$ cat src/rtl/bank_xbar_rsp_tx_if.sv
`default_nettype none
// ============================================================================
//  Module   : bank_xbar_rsp_tx_if
//  Brief    : Request, response, return-beat and credit signals of the
//             bank-side read-return transmitter.
//  Revision : 1.0  initial release
// ============================================================================
interface bank_xbar_rsp_tx_if #(
    parameter int ROB_AW = 3,
    parameter int DW     = 128
);
    logic              req_valid_i;
    logic              req_ready_o;
    logic [1:0]        req_ch_id_i;
    logic              bank_req_valid_o;
    logic              bank_req_ready_i;
    logic [1:0]        bank_req_ch_id_o;
    logic [ROB_AW-1:0] bank_req_rob_num_o;
    logic              bank_rsp_valid_i;
    logic [1:0]        bank_rsp_ch_id_i;
    logic [ROB_AW-1:0] bank_rsp_rob_num_i;
    logic [DW-1:0]     bank_rsp_data_i;
    logic              sc_xbar_valid_o;
    logic [1:0]        sc_xbar_ch_id_o;
    logic [ROB_AW-1:0] sc_xbar_rob_num_o;
    logic [DW-1:0]     sc_xbar_data_o;
    logic [3:0]        ch_spw_pop_i;
    logic [3:0]        credit_avail_o;
    logic              err_o;

    // The transmitter itself.
    modport slave (
        input  req_valid_i, req_ch_id_i, bank_req_ready_i,
               bank_rsp_valid_i, bank_rsp_ch_id_i, bank_rsp_rob_num_i,
               bank_rsp_data_i, ch_spw_pop_i,
        output req_ready_o, bank_req_valid_o, bank_req_ch_id_o,
               bank_req_rob_num_o, sc_xbar_valid_o, sc_xbar_ch_id_o,
               sc_xbar_rob_num_o, sc_xbar_data_o, credit_avail_o, err_o
    );

    // The surrounding arbiter / bank pipeline / cross-bar.
    modport master (
        output req_valid_i, req_ch_id_i, bank_req_ready_i,
               bank_rsp_valid_i, bank_rsp_ch_id_i, bank_rsp_rob_num_i,
               bank_rsp_data_i, ch_spw_pop_i,
        input  req_ready_o, bank_req_valid_o, bank_req_ch_id_o,
               bank_req_rob_num_o, sc_xbar_valid_o, sc_xbar_ch_id_o,
               sc_xbar_rob_num_o, sc_xbar_data_o, credit_avail_o, err_o
    );
endinterface
`default_nettype wire

$ cat src/rtl/bank_xbar_rsp_tx.sv
`default_nettype none
// ============================================================================
//  Module   : bank_xbar_rsp_tx
//  Brief    : Tags bank read requests with channel/ROB slot, forwards read
//             data to the cross-bar and tracks per-channel ROB credits.
//             Optional outstanding-slot checker: BANK_XBAR_RSP_TX_CHK_EN.
//  Revision : 1.0  initial release
// ============================================================================
module bank_xbar_rsp_tx #(
    parameter int ROB_AW = 3,
    parameter int DW     = 128
) (
    input  logic                clk_i,
    input  logic                rst_i,
    bank_xbar_rsp_tx_if.slave   bus
);
    localparam int              c_NCH         = 4;
    localparam int              c_ROB_DEPTH   = 1 << ROB_AW;
    localparam logic [ROB_AW:0] c_CREDIT_FULL = (ROB_AW+1)'(c_ROB_DEPTH);

    logic [ROB_AW-1:0] r_rob_ptr [c_NCH];
    logic [ROB_AW:0]   r_credit  [c_NCH];

    logic              w_ok;
    logic              w_fire;
    logic [c_NCH-1:0]  w_fire_ch;
    logic [c_NCH-1:0]  w_full;
    logic [c_NCH-1:0]  w_avail;

    always_comb begin
        w_ok      = (r_credit[bus.req_ch_id_i] != '0);
        w_fire    = bus.req_valid_i & bus.bank_req_ready_i & w_ok;
        w_fire_ch = '0;
        w_fire_ch[bus.req_ch_id_i] = w_fire;
        for (int n = 0; n < c_NCH; n++) begin
            w_full[n]  = (r_credit[n] == c_CREDIT_FULL);
            w_avail[n] = (r_credit[n] != '0);
        end
    end

    assign bus.bank_req_valid_o   = bus.req_valid_i & w_ok;
    assign bus.req_ready_o        = bus.bank_req_ready_i & w_ok;
    assign bus.bank_req_ch_id_o   = bus.req_ch_id_i;
    assign bus.bank_req_rob_num_o = r_rob_ptr[bus.req_ch_id_i];
    assign bus.credit_avail_o     = w_avail;

    // A fire and a pop on the same channel cancel out; a pop at full credit
    // is a protocol violation and saturates rather than overflowing.
    always_ff @(posedge clk_i) begin
        if (rst_i) begin
            for (int n = 0; n < c_NCH; n++) begin
                r_rob_ptr[n] <= '0;
                r_credit[n]  <= c_CREDIT_FULL;
            end
        end else begin
            for (int n = 0; n < c_NCH; n++) begin
                if (w_fire_ch[n]) begin
                    r_rob_ptr[n] <= r_rob_ptr[n] + 1'b1;
                end
                if (w_fire_ch[n] && !bus.ch_spw_pop_i[n]) begin
                    r_credit[n] <= r_credit[n] - 1'b1;
                end else if (!w_fire_ch[n] && bus.ch_spw_pop_i[n] && !w_full[n]) begin
                    r_credit[n] <= r_credit[n] + 1'b1;
                end
            end
        end
    end

    logic              r_sc_valid;
    logic [1:0]        r_sc_ch_id;
    logic [ROB_AW-1:0] r_sc_rob_num;
    logic [DW-1:0]     r_sc_data;

    // No backpressure: a held credit guarantees the ROB slot is free.
    always_ff @(posedge clk_i) begin
        if (rst_i) begin
            r_sc_valid   <= 1'b0;
            r_sc_ch_id   <= '0;
            r_sc_rob_num <= '0;
            r_sc_data    <= '0;
        end else begin
            r_sc_valid <= bus.bank_rsp_valid_i;
            if (bus.bank_rsp_valid_i) begin
                r_sc_ch_id   <= bus.bank_rsp_ch_id_i;
                r_sc_rob_num <= bus.bank_rsp_rob_num_i;
                r_sc_data    <= bus.bank_rsp_data_i;
            end
        end
    end

    assign bus.sc_xbar_valid_o   = r_sc_valid;
    assign bus.sc_xbar_ch_id_o   = r_sc_ch_id;
    assign bus.sc_xbar_rob_num_o = r_sc_rob_num;
    assign bus.sc_xbar_data_o    = r_sc_data;

`ifdef BANK_XBAR_RSP_TX_CHK_EN
    logic [c_ROB_DEPTH-1:0] r_outst     [c_NCH];
    logic [c_ROB_DEPTH-1:0] w_outst_nxt [c_NCH];
    logic                   r_err;
    logic                   w_rsp_err;
    logic                   w_fire_err;
    logic                   w_pop_err;

    // Response clears before fire sets, so a same-slot response and refire
    // in one cycle leaves the slot outstanding for the new request.
    always_comb begin
        w_rsp_err  = bus.bank_rsp_valid_i &
                     !r_outst[bus.bank_rsp_ch_id_i][bus.bank_rsp_rob_num_i];
        w_fire_err = w_fire &
                     r_outst[bus.req_ch_id_i][r_rob_ptr[bus.req_ch_id_i]];
        w_pop_err  = |(bus.ch_spw_pop_i & w_full);
        for (int n = 0; n < c_NCH; n++) begin
            w_outst_nxt[n] = r_outst[n];
            if (bus.bank_rsp_valid_i && (bus.bank_rsp_ch_id_i == 2'(n))) begin
                w_outst_nxt[n][bus.bank_rsp_rob_num_i] = 1'b0;
            end
            if (w_fire_ch[n]) begin
                w_outst_nxt[n][r_rob_ptr[n]] = 1'b1;
            end
        end
    end

    always_ff @(posedge clk_i) begin
        if (rst_i) begin
            for (int n = 0; n < c_NCH; n++) begin
                r_outst[n] <= '0;
            end
            r_err <= 1'b0;
        end else begin
            for (int n = 0; n < c_NCH; n++) begin
                r_outst[n] <= w_outst_nxt[n];
            end
            if (w_rsp_err || w_fire_err || w_pop_err) begin
                r_err <= 1'b1;
            end
        end
    end

    assign bus.err_o = r_err;
`else
    assign bus.err_o = 1'b0;
`endif

endmodule
`default_nettype wire

$ cat src/flat_wrapper.sv
// flat-port wrapper written by rule: the top's interface ports become plain ports
module bank_xbar_rsp_tx_flat 
#(
    parameter int ROB_AW = 3,
    parameter int DW     = 128
)
  (clk_i, rst_i, bus_req_valid_i, bus_req_ch_id_i, bus_bank_req_ready_i, bus_bank_rsp_valid_i, bus_bank_rsp_ch_id_i, bus_bank_rsp_rob_num_i, bus_bank_rsp_data_i, bus_ch_spw_pop_i, bus_req_ready_o, bus_bank_req_valid_o, bus_bank_req_ch_id_o, bus_bank_req_rob_num_o, bus_sc_xbar_valid_o, bus_sc_xbar_ch_id_o, bus_sc_xbar_rob_num_o, bus_sc_xbar_data_o, bus_credit_avail_o, bus_err_o);
  bank_xbar_rsp_tx_if #(.ROB_AW(ROB_AW), .DW(DW)) bus_i ();
  input  logic clk_i;
  input  logic rst_i;
  input wire logic [$bits(bus_i.req_valid_i)-1:0] bus_req_valid_i;
  input wire logic [$bits(bus_i.req_ch_id_i)-1:0] bus_req_ch_id_i;
  input wire logic [$bits(bus_i.bank_req_ready_i)-1:0] bus_bank_req_ready_i;
  input wire logic [$bits(bus_i.bank_rsp_valid_i)-1:0] bus_bank_rsp_valid_i;
  input wire logic [$bits(bus_i.bank_rsp_ch_id_i)-1:0] bus_bank_rsp_ch_id_i;
  input wire logic [$bits(bus_i.bank_rsp_rob_num_i)-1:0] bus_bank_rsp_rob_num_i;
  input wire logic [$bits(bus_i.bank_rsp_data_i)-1:0] bus_bank_rsp_data_i;
  input wire logic [$bits(bus_i.ch_spw_pop_i)-1:0] bus_ch_spw_pop_i;
  output wire logic [$bits(bus_i.req_ready_o)-1:0] bus_req_ready_o;
  output wire logic [$bits(bus_i.bank_req_valid_o)-1:0] bus_bank_req_valid_o;
  output wire logic [$bits(bus_i.bank_req_ch_id_o)-1:0] bus_bank_req_ch_id_o;
  output wire logic [$bits(bus_i.bank_req_rob_num_o)-1:0] bus_bank_req_rob_num_o;
  output wire logic [$bits(bus_i.sc_xbar_valid_o)-1:0] bus_sc_xbar_valid_o;
  output wire logic [$bits(bus_i.sc_xbar_ch_id_o)-1:0] bus_sc_xbar_ch_id_o;
  output wire logic [$bits(bus_i.sc_xbar_rob_num_o)-1:0] bus_sc_xbar_rob_num_o;
  output wire logic [$bits(bus_i.sc_xbar_data_o)-1:0] bus_sc_xbar_data_o;
  output wire logic [$bits(bus_i.credit_avail_o)-1:0] bus_credit_avail_o;
  output wire logic [$bits(bus_i.err_o)-1:0] bus_err_o;
  assign bus_i.req_valid_i = bus_req_valid_i;
  assign bus_i.req_ch_id_i = bus_req_ch_id_i;
  assign bus_i.bank_req_ready_i = bus_bank_req_ready_i;
  assign bus_i.bank_rsp_valid_i = bus_bank_rsp_valid_i;
  assign bus_i.bank_rsp_ch_id_i = bus_bank_rsp_ch_id_i;
  assign bus_i.bank_rsp_rob_num_i = bus_bank_rsp_rob_num_i;
  assign bus_i.bank_rsp_data_i = bus_bank_rsp_data_i;
  assign bus_i.ch_spw_pop_i = bus_ch_spw_pop_i;
  assign bus_req_ready_o = bus_i.req_ready_o;
  assign bus_bank_req_valid_o = bus_i.bank_req_valid_o;
  assign bus_bank_req_ch_id_o = bus_i.bank_req_ch_id_o;
  assign bus_bank_req_rob_num_o = bus_i.bank_req_rob_num_o;
  assign bus_sc_xbar_valid_o = bus_i.sc_xbar_valid_o;
  assign bus_sc_xbar_ch_id_o = bus_i.sc_xbar_ch_id_o;
  assign bus_sc_xbar_rob_num_o = bus_i.sc_xbar_rob_num_o;
  assign bus_sc_xbar_data_o = bus_i.sc_xbar_data_o;
  assign bus_credit_avail_o = bus_i.credit_avail_o;
  assign bus_err_o = bus_i.err_o;
  bank_xbar_rsp_tx #(.ROB_AW(ROB_AW), .DW(DW)) u_core (.clk_i(clk_i), .rst_i(rst_i), .bus(bus_i));
endmodule
$ cat config.mk
export PLATFORM = sky130hd
export DESIGN_NAME = bank_xbar_rsp_tx_flat
export DESIGN_NICKNAME = d
export VERILOG_FILES = /design/src/rtl/bank_xbar_rsp_tx_if.sv /design/src/rtl/bank_xbar_rsp_tx.sv /design/src/flat_wrapper.sv
export SDC_FILE = /design/constraint.sdc
export NUM_CORES = 1
export LEC_CHECK = 0
export CAP_MARGIN = 25
export CORE_MARGIN = 10
export CORE_UTILIZATION = 30
export CTS_BUF_LIST = sky130_fd_sc_hd__clkbuf_16
export DETAILED_ROUTE_END_ITERATION = 10
export GPL_ROUTABILITY_DRIVEN = 0
export REMOVE_ABC_BUFFERS = 1
export SLEW_MARGIN = 5
export SYNTH_ARGS = -nofsm -noshare
export SYNTH_HDL_FRONTEND = slang
export SYNTH_SLANG_ARGS = --single-unit
$ cat constraint.sdc
create_clock -name clk_i -period 3.1 [get_ports clk_i]
set_input_delay 0.465 -clock clk_i [delete_from_list [all_inputs] [get_ports clk_i]]
set_output_delay 0.465 -clock clk_i [all_outputs]
set_load 0.05 [all_outputs]
* Word level (Yosys, flattened, before mapping) *
Memory sizes are Yosys's and may differ from the RTL's.
Index checks and enable logic that the tools add are counted.
Widths: inputs -> output; s select.

word-level totals
  input port bits = 144
  memories kept = 2
  flip-flop bits (word level) = 134
  memory bits (writable) = 28
  word-level logic and storage cells = 127

memories
  memory            depth  width  rd ports  clocked after Yosys merged registers in  write ports  line                    RTL
  u_core.r_credit   4      4      5         0                                        4            bank_xbar_rsp_tx.sv:22  logic [ROB_AW:0] r_credit [c_NCH];
  u_core.r_rob_ptr  4      3      5         0                                        4            bank_xbar_rsp_tx.sv:21  logic [ROB_AW-1:0] r_rob_ptr [c_NCH];

cells by class
  bitwise gates (word level) = 17
  muxes and demuxes = 56
  add/sub/neg operators = 12
  eq/ne operators = 4
  $lt $le $gt $ge = 2
  reduce and logical (&&, ||, !) cells = 30

operator list
  cell                 count
  $mux 1               43
  $mux 4               8
  $reduce_bool 4->1    5
  $add 4x1->4 const B  4
  $eq 4x4->1 const B   4
  $sub 4x1->4 const B  4
  $logic_and 1x1->1    13
  $add 3x1->3 const B  4
  $logic_not 1->1      12
  $mux 3               4
  $or 1x1->1           12
  $and 1x1->1          4
  $and 4x4->4          1
  $lt 2x3->1 const B   1
  $demux 1 s2          1
  $ge 2x1->1 const B   1

* Longest topological paths before layout *
  word-level depth = 13
  depth in mapped cells = 11
  depth with buffers taken out = 10

* Worst setup path after synthesis *
No wires, ideal clock.

  path kind = reg-to-reg
  from = mem u_core.r_credit[1][0] (netlist name)
  to = mem u_core.r_credit[0][3] (netlist name), data pin
  library setup time = 257 ps
  buffers on the path = 0
  clock period less this slack = 3336 ps
  arrival time = 3079 ps
  required time = 2843 ps
  cell stages (with the launch flop) = 11
  setup slack = -236 ps
  cell sequence = edfxtp_1 > or4_4 > mux4_2 > nand4_1 > nand2_1 > ha_1 > a21o_1 > a21oi_1 > xnor2_1 > nand2_1 > o22a_1

RTL lines
  item                line
  start: declaration  bank_xbar_rsp_tx.sv:22

==> reports/summary.txt <==
LOGIC SYNTHESIS
----------------------------------------------------------------------------------
Sequential-to-total area share from yosys stat                              0.5350
Most area-hungry cell type in the Yosys netlist                       sky130_fd_sc_hd__dfxtp_1
Number of instances in the synthesized netlist                                 608
Yosys top cell area share                                                   0.4073
Synthesized flop and latch total                                               162
Most used standard cell by instance count after synthesis             sky130_fd_sc_hd__nor2_1
Post-synthesis instance area                                             6586 um^2
Share of synthesized registers carrying an async set or reset                    0
Dominant synthesized flop cell                                        sky130_fd_sc_hd__dfxtp_1
Number of synthesized flops with an enable pin                                  28
Top area cells in the synthesized netlist                             sky130_fd_sc_hd__dfxtp_1 41%, sky130_fd_sc_hd__mux2i_1 21%, sky130_fd_sc_hd__edfxtp_1 13%, sky130_fd_sc_hd__nor2_1 8.7%, sky130_fd_sc_hd__ha_1 2.3%
Yosys cell types                                                                49
Yosys synthesis warning count                                                    0
Mean cell area of the mapped netlist                                    10.83 um^2
Most instantiated cells after synthesis                               152 x sky130_fd_sc_hd__nor2_1, 137 x sky130_fd_sc_hd__mux2i_1, 134 x sky130_fd_sc_hd__dfxtp_1

FINAL LAYOUT
----------------------------------------------------------------------------------
Fraction of final layout cells with drive strength greater than 1          0.09891
Final core utilization                                                      0.4871
Final-layout fill cell count                                                 2,021
Number of antenna cells inserted                                                 0
Reg area                                                                 3523 um^2
Non-Filler Cell Area, Final                                            10,560 um^2
Area of combinational cells with multiple inputs                         2942 um^2
Nets                                                                         1,066
Signed area change from the synthesized netlist to the final layout         60.39%

PWR
----------------------------------------------------------------------------------
Net switching fraction of the power                                         0.3036
Leakage power summed over all cells                                       4.448 nW
Internal power                                                            4.132 mW
Total power consumption of the routed design                              5.934 mW
Logic gate share of total power                                              0.239
Power per cell area                                                   561.7 nW/um^2
Maximum ir drop on the vdd rail                                        0.0003633 V
Clock Power Share                                                            0.361
Flop pwr share                                                               0.400
Switching Power                                                           1.802 mW

GRT
----------------------------------------------------------------------------------
Maximum number of pins on one net before global-route repair                    66
Global Route met1 Usage                                                     0.1549
GRT met2 Usage                                                              0.2342
Number of global-route vias before repair                                    5,683
All-Layer GR Usage                                                          0.1459
Most used routing layer                                                       met2
Initial antenna violation count                                                  0
Congestion Overflow GR                                                           0
GR Util met3                                                               0.09593
Global-route wire length before repair                                    32.69 mm

STA
----------------------------------------------------------------------------------
Number of endpoints with negative hold slack in the final report                 0
Part of the cycle the worst path needs                                      0.9748
Fmax                                                                    0.3309 GHz
Endpoints failing setup                                                          0
Fin. max-slew vios                                                               0
Setup repair after global routing missed its margin                           true
Max transition margin                                                       0.5440
Slew @ Worst Pin                                                         0.6841 ns
Worst Slack Setup Final                                                 0.07798 ns
Setup TNS                                                                     0 ns
Post-Route Skew                                                         0.01096 ns
Clock period minus worst slack                                            3.022 ns

CRITICAL PATH
----------------------------------------------------------------------------------
Critical path's slowest cell                                          sky130_fd_sc_hd__or4_4
Max incr delay on CP                                                       0.57 ns
Cell chain of the critical path                                       or4_4 > mux4_2 > nand4_1 > nand2_1 > ha_1 > a21o_2 > a21oi_2 > xnor2_2 > nand2_1 > o22a_1
Register-to-Register Setup Slack                                           0.08 ns
Endpoint of the most critical register-to-register path               u_core.r_credit[1][3]$_SDFFCE_PN1P_
Critical path buffers and inverters                                              0
Arrival time at the worst endpoint                                         3.19 ns
Cell depth of the worst flop-to-flop path                                       10
Largest delay contributor family on the critical path                 simple AND/OR/NAND/NOR gates
Startpoint of the most critical register-to-register path             u_core.r_credit[2][0]$_SDFFCE_PN0P_
Classification of the worst setup path                                flop to flop
CP Capture Type                                                               flop
Kind of launch point of the worst setup path                                  flop
CP most frequent cell                                                 sky130_fd_sc_hd__nand2_1
Worst endpoint required time                                               3.27 ns
Max FO, Critical Path                                                            4

CLOCK NETWORK
----------------------------------------------------------------------------------
Cell at the root of the clock tree                                    sky130_fd_sc_hd__clkbuf_16
Num CTS Buffers                                                                 17
Longest Clk Path Bufs                                                            2
Deepest level of the CTS H-tree                                                  4
Clock-pin slew on the worst setup and hold paths                           0.07 ns
Sinks on the clock net                                                         162
Hold buffer count at CTS                                                         0
Clock tree from TritonCTS                                                     done
Worst-skew pair later-pin latency                                          0.42 ns

HOLD PATH
----------------------------------------------------------------------------------
Worst hold path startpoint                                                   rst_i
Worst min path class                                                  primary input to flop
Capture endpoint of the worst hold path                               u_core.bus.sc_xbar_data_o[55]$_SDFFE_PP0P_
Worst Hold Path Cells                                                            2

FLOORPLANNING
----------------------------------------------------------------------------------
Die Ht                                                                    168.2 um
Count of pins on the block boundary                                            290
Die footprint                                                          28,280 um^2
Row Count                                                                       54
Floorplan die width                                                       168.2 um
Core region area                                                       21,690 um^2
Initial core utilization                                                    0.3037

FLOW RUN
----------------------------------------------------------------------------------
Max capacitance violation total                                                  0

ROUTE
----------------------------------------------------------------------------------
Violation count after the first detailed-routing iteration                     253
WL final                                                                  21.33 mm
Drt via density                                                              4.484
Iteration count of the initial detailed-routing pass                             4
Post-detailed-route wirelength per cell                                   17.77 um
Post-detailed-route DRC marker count                                             0
Overall via count from detail_route                                          5,381
ANT nets after route                                                             0

PLACE
----------------------------------------------------------------------------------
Port buffer count                                                              288
Placement-stage worst setup slack                                      0.006576 ns
DP HPWL                                                                   16.24 mm
Standard cell area after detailed placement                              9868 um^2

OUTCOME
----------------------------------------------------------------------------------
Result of the run                                                     complete, no violations

==> cell usage in the layout, fill, tap and decap left out, drive strengths merged, types with 2 or more instances in the layout <==
| cell type | instances |
|---|---|
| a21o | 4 |
| a21oi | 4 |
| a31oi | 2 |
| and2 | 3 |
| and3 | 6 |
| buf | 38 |
| bufinv | 2 |
| clkbuf | 17 |
| clkdlybuf4s50 | 281 |
| clkinv | 5 |
| dfxtp | 134 |
| edfxtp | 28 |
| fa | 3 |
| ha | 12 |
| inv | 14 |
| mux2i | 137 |
| mux4 | 4 |
| nand2 | 16 |
| nand3 | 3 |
| nand3b | 2 |
| nand4 | 4 |
| nor2 | 152 |
| nor2b | 6 |
| nor3 | 2 |
| nor3b | 2 |
| o22a | 4 |
| o31ai | 2 |
| o41ai | 3 |
| or4 | 4 |
| xnor2 | 8 |
| xor2 | 2 |
==> stage by stage <==
stage	instances	hold WS [ns]
finish	1200	0.3505
floorplan	569	0.5366
CTS	1196	0.3353
global placement	1164	0.4717
detailed placement	1164	0.4811
global route	1200	0.3447
==> how the worst max path moves through the flow <==
stage | slack, ns | depth (start not counted) | end | start
finish | 0.08 | 10 | u_core.r_credit[1][3]$_SDFFCE_PN1P_ | u_core.r_credit[2][0]$_SDFFCE_PN0P_
CTS | 0.04 | 10 | u_core.r_credit[1][3]$_SDFFCE_PN1P_ | u_core.r_credit[3][0]$_DFFE_PP_
floorplan | -0.24 | 10 | u_core.r_credit[0][3]$_SDFFCE_PN1P_ | u_core.r_credit[1][0]$_SDFFCE_PN0P_
global route | -0.05 | 10 | u_core.r_credit[1][3]$_SDFFCE_PN1P_ | u_core.r_credit[1][0]$_SDFFCE_PN0P_
detailed placement | 0.007 | 10 | u_core.r_credit[1][3]$_SDFFCE_PN1P_ | bus_req_ch_id_i[1]
global placement | 0.01 | 10 | u_core.r_credit[0][3]$_SDFFCE_PN1P_ | bus_req_ch_id_i[1]
==> power groups by stage <==
stage | Clock (mW) | Sequential [mW] | Combinational, mW
after floorplan | 0 | 2.78 | 0.378
after global placement | 0 | 2.41 | 1.37
after detailed placement | 0 | 2.42 | 1.37
after CTS | 2.21 | 2.37 | 1.38
after global routing | 2.30 | 2.39 | 1.52
final | 2.14 | 2.37 | 1.42
==> area by class of cell <==
class                      instances  share of cell area
sequential                       162              0.3335
timing repair buffer             319              0.2960
multi-input combinational        400              0.2785
tap                              280             0.03316
clock buffer                      17             0.04027
clock inverter                    15             0.01611
inverter                           7            0.002487
==> per-layer routing <==
layer	wire length, um	part of all wire
met5	0	0
met4	235	0.011
met3	2711	0.13
met2	10170	0.48
met1	8207	0.38
==> sequential cells by signal, indices dropped and copies added (netlist names) <==
| register | cells |
|---|---|
| u_core.r_rob_ptr | 12 |
| u_core.bus.sc_xbar_valid_o | 1 |
| u_core.bus.sc_xbar_ch_id_o | 2 |
| u_core.bus.sc_xbar_data_o | 128 |
| u_core.bus.sc_xbar_rob_num_o | 3 |
| u_core.r_credit | 16 |
==> worst register-to-register path, stage by stage (launching register included) <==
cell and delay, ns:
sky130_fd_sc_hd__edfxtp_1 0.39, sky130_fd_sc_hd__or4_4 0.57, sky130_fd_sc_hd__mux4_2 0.54, sky130_fd_sc_hd__nand4_1 0.15
sky130_fd_sc_hd__nand2_1 0.09, sky130_fd_sc_hd__ha_1 0.27, sky130_fd_sc_hd__a21o_2 0.22, sky130_fd_sc_hd__a21oi_2 0.15
sky130_fd_sc_hd__xnor2_2 0.14, sky130_fd_sc_hd__nand2_1 0.08, sky130_fd_sc_hd__o22a_1 0.18
==> repair_timing <==
action / 4_1_cts / 5_1_grt
resized for setup: 0 / 10
setup buffers: 0 / 4
setup endpoints to repair: 0 / 3
==> kinds of logic after synthesis <==
kind of cell | after synthesis | synth area share
xor gates and xnor gates | 10 | 0.01330
AOI/OAI and AO/OA | 26 | 0.03116
and+or+nand+nor | 207 | 0.1372
DFF | 162 | 0.5350
muxes | 141 | 0.2219
other | 1 | 0.0005694
adders and majority gates | 15 | 0.03191
buffers and inverters | 46 | 0.02906
Note: power is estimated with default switching activity, not from simulation.
